<file path="config.mk">
export PLATFORM = sky130hd
export DESIGN_NAME = gcd_engine_param
export DESIGN_NICKNAME = d
export VERILOG_FILES = /design/src/rtl/gcd_engine_param.sv
export SDC_FILE = /design/constraint.sdc
export NUM_CORES = 1
export LEC_CHECK = 0
export BUFFER_PORTS_ARGS = -buffer_cell sky130_fd_sc_hd__clkbuf_2
export CELL_PAD_IN_SITES_DETAIL_PLACEMENT = 1
export CELL_PAD_IN_SITES_GLOBAL_PLACEMENT = 2
export CORE_ASPECT_RATIO = 1.5
export CORE_MARGIN = 2
export CORE_UTILIZATION = 39
export CTS_BUF_LIST = sky130_fd_sc_hd__clkbuf_4 sky130_fd_sc_hd__clkbuf_8
export CTS_CLUSTER_DIAMETER = 30
export CTS_CLUSTER_SIZE = 25
export DETAILED_ROUTE_END_ITERATION = 12
export PLACE_DENSITY = 0.83
export SKIP_LAST_GASP = 1
export SYNTH_ARGS = -nofsm -noshare
export SYNTH_HDL_FRONTEND = slang
export SYNTH_SLANG_ARGS = --single-unit
</file>
<file path="constraint.sdc">
create_clock -name Clk -period 6.8 [get_ports Clk]
set_input_delay 1.02 -clock Clk [delete_from_list [all_inputs] [get_ports Clk]]
set_output_delay 1.02 -clock Clk [all_outputs]
set_load 0.03 [all_outputs]
</file>
<file path="src/rtl/gcd_engine_param.sv">
// gcd_engine_param
//   Clocked, parametrised GCD engine on a Go/Done four-phase handshake.
//   Subtractive Euclid (MODE=0) or binary Stein (MODE=1).
//
// Ports
//   Clk      in   rising-edge clock
//   Rst_n    in   asynchronous active-low reset
//   X, Y     in   operands, sampled only on the Go-accept edge
//   Go       in   start request, held high until Done is seen
//   Done     out  result valid, held until Go drops
//   Busy     out  high while iterating
//   Gcd      out  result, stable while Done=1
//   Zero_err out  both operands were zero
//   Cycles   out  iterations used, saturating at all-ones
//
// state | meaning
// IDLE  | waiting for Go, outputs hold last result
// CALC  | one algorithm step per cycle
// DONE  | result presented, waiting for Go low

module gcd_engine_param #(
    parameter int WIDTH = 5,
    parameter int MODE  = 0,
    parameter int CNT_W = 8
) (
    input  logic             Clk,
    input  logic             Rst_n,
    input  logic [WIDTH-1:0] X,
    input  logic [WIDTH-1:0] Y,
    input  logic             Go,
    output logic             Done,
    output logic             Busy,
    output logic [WIDTH-1:0] Gcd,
    output logic             Zero_err,
    output logic [CNT_W-1:0] Cycles
);

    localparam int KW = $clog2(WIDTH) + 1;

    typedef enum logic [1:0] {
        IDLE = 2'd0,
        CALC = 2'd1,
        DONE = 2'd2
    } state_t;

    state_t           state_q, state_d;
    logic [WIDTH-1:0] a_q, a_d;
    logic [WIDTH-1:0] b_q, b_d;
    logic [KW-1:0]    k_q, k_d;
    logic [WIDTH-1:0] gcd_q, gcd_d;
    logic             zero_err_q, zero_err_d;
    logic [CNT_W-1:0] cycles_q, cycles_d;

    logic             a_eq_b;
    logic             a_gt_b;

    assign a_eq_b = (a_q == b_q);
    assign a_gt_b = (a_q > b_q);

    // State and datapath registers
    always_ff @(posedge Clk or negedge Rst_n) begin
        if (!Rst_n) begin
            state_q    <= IDLE;
            a_q        <= '0;
            b_q        <= '0;
            k_q        <= '0;
            gcd_q      <= '0;
            zero_err_q <= 1'b0;
            cycles_q   <= '0;
        end else begin
            state_q    <= state_d;
            a_q        <= a_d;
            b_q        <= b_d;
            k_q        <= k_d;
            gcd_q      <= gcd_d;
            zero_err_q <= zero_err_d;
            cycles_q   <= cycles_d;
        end
    end

    // Next state
    always_comb begin
        state_d = state_q;
        case (state_q)
            IDLE: begin
                if (Go) begin
                    if (X == '0 || Y == '0) state_d = DONE;
                    else                    state_d = CALC;
                end
            end
            CALC: begin
                if (a_eq_b) state_d = DONE;
            end
            DONE: begin
                if (!Go) state_d = IDLE;
            end
            default: state_d = IDLE;
        endcase
    end

    // Datapath
    always_comb begin
        a_d        = a_q;
        b_d        = b_q;
        k_d        = k_q;
        gcd_d      = gcd_q;
        zero_err_d = zero_err_q;
        cycles_d   = cycles_q;
        case (state_q)
            IDLE: begin
                if (Go) begin
                    cycles_d = '0;
                    if (X == '0 && Y == '0) begin
                        gcd_d      = '0;
                        zero_err_d = 1'b1;
                    end else if (X == '0) begin
                        gcd_d      = Y;
                        zero_err_d = 1'b0;
                    end else if (Y == '0) begin
                        gcd_d      = X;
                        zero_err_d = 1'b0;
                    end else begin
                        a_d        = X;
                        b_d        = Y;
                        k_d        = '0;
                        zero_err_d = 1'b0;
                    end
                end
            end
            CALC: begin
                if (cycles_q != {CNT_W{1'b1}}) cycles_d = cycles_q + CNT_W'(1);
                if (MODE == 0) begin
                    if (a_eq_b)      gcd_d = a_q;
                    else if (a_gt_b) a_d   = a_q - b_q;
                    else             b_d   = b_q - a_q;
                end else begin
                    // The shift never loses bits: the result is at most min(X,Y).
                    if (a_eq_b) begin
                        gcd_d = a_q << k_q;
                    end else if (!a_q[0] && !b_q[0]) begin
                        a_d = a_q >> 1;
                        b_d = b_q >> 1;
                        k_d = k_q + KW'(1);
                    end else if (!a_q[0]) begin
                        a_d = a_q >> 1;
                    end else if (!b_q[0]) begin
                        b_d = b_q >> 1;
                    end else if (a_gt_b) begin
                        a_d = a_q - b_q;
                    end else begin
                        b_d = b_q - a_q;
                    end
                end
            end
            default: ;
        endcase
    end

    // Outputs
    always_comb begin
        Done     = (state_q == DONE);
        Busy     = (state_q == CALC);
        Gcd      = gcd_q;
        Zero_err = zero_err_q;
        Cycles   = cycles_q;
    end

endmodule
</file>
==> flow_summary.ini <==
[synth]
synth-seq-cells = 26
synth-seq-area-share = 0.3749
postSynthAreaPerCell_um2 = 9.641
dominantRegCellSynth = sky130_fd_sc_hd__dfrtp_1
synth_warnings = 0
ys_async_sr_fraction = 1.000
synth_enable_flop_cells = 0
netlist-cell-type-count = 39
synthCells = 180
syn-num-nets = 205
synth.cell_area_um2 = 1735

[worst_setup_path]
launching_element_type_of_the_critical_path = flop
cpMaxStageDelayCell = sky130_fd_sc_hd__dfrtp_1
cp-end-kind = primary output
critical_path_class = reg2out
worstPathArrival_ns = 2.26
crit_path_max_incr_delay_ns = 0.77
timing.critical_path.cells = nand2b_1 > inv_1 > clkbuf_2
crit_start = state_q[0]$_DFFE_PN0P_
reg2reg_from = state_q[0]$_DFFE_PN0P_
worst-path-max-fanout = 18
worst-endpoint-required_ns = 5.78

[floorplanning]
fp.dieW_um = 58.47
die_y_um = 85.70
core_area_um2 = 4245
design.die.area_um2 = 5010
std_cell_rows = 29
initial_core_util = 0.4088
ios = 29

[global_routing]
grt_antenna_before_repair = 0
grt.overflow.total = 0
grt_first_pass_wirelength_um = 7714
first_global_vias = 1603
grtUsageTotal = 0.2014
grt_start_max_net_pins = 27

[routing]
via_count = 1435
drt-total-wl_um = 4521
drt_iter0_drc = 39
drc = 0
detail_route.first_pass.iterations = 4
dr_vias_cell = 5.717
number_of_routed_nets_with_antenna_violations = 0
routed_wire_length_per_instance_um = 18.01

[power]
vdd_ir_drop_max_v = 0.0002468
comb_power_share = 0.666
switching_power_as_a_share_of_total_power = 0.4849
internal-power_uw = 579.1
clock_power_share = 0.078
power.net_switching_uw = 545.2
p_leak_uw = 0.0009386
powerDensity_nw_per_um2 = 576.4
share_seq_of_total_power = 0.257

[cells_and_area]
mostFrequentLayoutCells = 28 x sky130_fd_sc_hd__clkbuf_2, 26 x sky130_fd_sc_hd__dfrtp_1, 16 x sky130_fd_sc_hd__inv_1, 15 x sky130_fd_sc_hd__nor2_1, 12 x sky130_fd_sc_hd__nand2_1
layout_commonest_cell = sky130_fd_sc_hd__clkbuf_2
fin_area_um2 = 1951
insertedDiodeCount = 0
nNetsFinal = 232
fraction_of_final_layout_cells_with_drive_strength_greater_than_1 = 0.2293
area_growth_syn_to_layout_pct = 12.40

[clocking]
tritoncts_clock_tree = built
buffer_count_from_post_cts_setup_fixing = 0
cts_htree_levels = 1
clock-root-buffer = sky130_fd_sc_hd__clkbuf_8
clk_latency_ns = 0.27
cts_max_path_buffers = 2
cts_sinks = 26
cts_hold_buffers = 0
clkSlewWorstSetupHoldPaths_ns = 0.09
cts_resized = 0
tritoncts.num_buffers = 3

[timing]
setup_slack_ns = 3.520
worst_slew_pin_slew_ns = 0.6756
setup_violations = 0
slew_headroom = 0.5496
maxSlewViolCount = 0
final.setup_skew_ns = 0.002648
layout_min_cycle_time_ns = 3.280
timing.final.crit_share = 0.4823
fin_tns_setup_ns = 0
max_freq_ghz = 0.3049
timing_hold_violations_final = 0
rsz0062_at_grt = no

[worst_hold_path]
hp-start = Gcd[4]$_DFFE_PN0P_
min_path_type = reg2reg

[placement]
placed_area_um2 = 1909
place.port_buffers = 28
detailedPlacementHpwl_um = 3715
place_ws_ns = 3.858
gp_routability_congestion = 0.8598

[run]
timing.max_cap.violations = 0

[status]
outcome = complete, no violations
sequential cells by signal (all words and copies together) (netlist names):
register / count
Gcd: 5
b_q: 5
a_q: 5
state_q: 2
Cycles: 8
Zero_err: 1
layer usage:
| layer | wire length [µm] | vias up | GRT usage |
|---|---|---|---|
| li1 | - | 689 | - |
| met1 | 1749 | 703 | 0.2235 |
| met2 | 2500 | 32 | 0.3779 |
| met3 | 145 | 11 | 0.02262 |
| met4 | 125 | 0 | 0.07611 |
| met5 | 0 | - | 0 |
power by group through the flow:
| stage | combinational [µW] | sequential [µW] | clock [µW] |
|---|---|---|---|
| CTS | 760 | 290 | 93.1 |
| finish | 749 | 288 | 87.2 |
| detailed placement | 756 | 293 | 0 |
| global route | 835 | 300 | 97.6 |
| floorplan | 539 | 317 | 0 |
| global placement | 740 | 287 | 0 |
cell families after synthesis:
family / synth area share
xor+xnor: 0.04038
mux: 0.1233
flops: 0.3749
simple gates: 0.1276
fa+ha+maj: 0.09517
compound gates: 0.1903
buf+inv: 0.04830
synthesized netlist by cell type (3+ instances only):
library cell	number	area, µm²
sky130_fd_sc_hd__dfrtp_1	26	650.6
sky130_fd_sc_hd__inv_1	16	60.06
sky130_fd_sc_hd__nor2_1	15	56.30
sky130_fd_sc_hd__nand2_1	12	45.04
sky130_fd_sc_hd__a21oi_1	11	55.05
sky130_fd_sc_hd__ha_1	10	125.1
sky130_fd_sc_hd__mux2i_1	9	90.09
sky130_fd_sc_hd__mux2_2	8	90.09
sky130_fd_sc_hd__o21ai_0	8	40.04
sky130_fd_sc_hd__xnor2_1	6	52.55
sky130_fd_sc_hd__a21o_1	5	37.54
sky130_fd_sc_hd__a31oi_1	4	25.02
sky130_fd_sc_hd__clkbuf_1	4	15.01
sky130_fd_sc_hd__nand4_1	4	25.02
sky130_fd_sc_hd__a211oi_1	3	22.52
sky130_fd_sc_hd__mux2_1	3	33.78
sky130_fd_sc_hd__nand3_1	3	15.01
path summary, 6_finish.rpt:
kind	endpoint	slack [ns]	cells past startpoint
worst min register to register	Gcd[4]$_DFFE_PN0P_	0.50	1
min in group asynchronous	Cycles[4]$_DFFE_PN0P_	0.77	1
worst min-delay path	Gcd[4]$_DFFE_PN0P_	0.50	1
max in group asynchronous	b_q[3]$_DFFE_PN0P_	5.59	1
worst max-delay path	Busy	3.52	3
worst max register to register	b_q[4]$_DFFE_PN0P_	4.20	5
layout make-up:
| type | instances | area, µm² |
|---|---|---|
| inverters | 16 | 60.06 |
| well taps | 46 | 57.56 |
| repair buffers | 28 | 140.1 |
| flip-flops and latches | 26 | 650.6 |
| fillers | 518 | 2295 |
| multi-input cells | 132 | 1001 |
| clock buffers | 3 | 41.29 |
worst max-delay path, delay by kind of cell (launching register included):
family,cells,cell delay (ns)
buf+inv,2,0.73
flops,1,0.77
simple gates,1,0.49
metrics by stage:
stage	power [µW]	std cells	hold WS, ns	util
6_report	1124	251	0.4967	0.4595
5_1_grt	1232	251	0.5318	0.4595
4_1_cts	1143	251	0.5037	0.4595
3_5_place_dp	1049	248	0.4828	0.4497
3_3_place_gp	1026	248	0.4707	0.4497
2_1_floorplan	855.1	180	0.4581	-
Note: power is estimated with default switching activity, not from simulation.
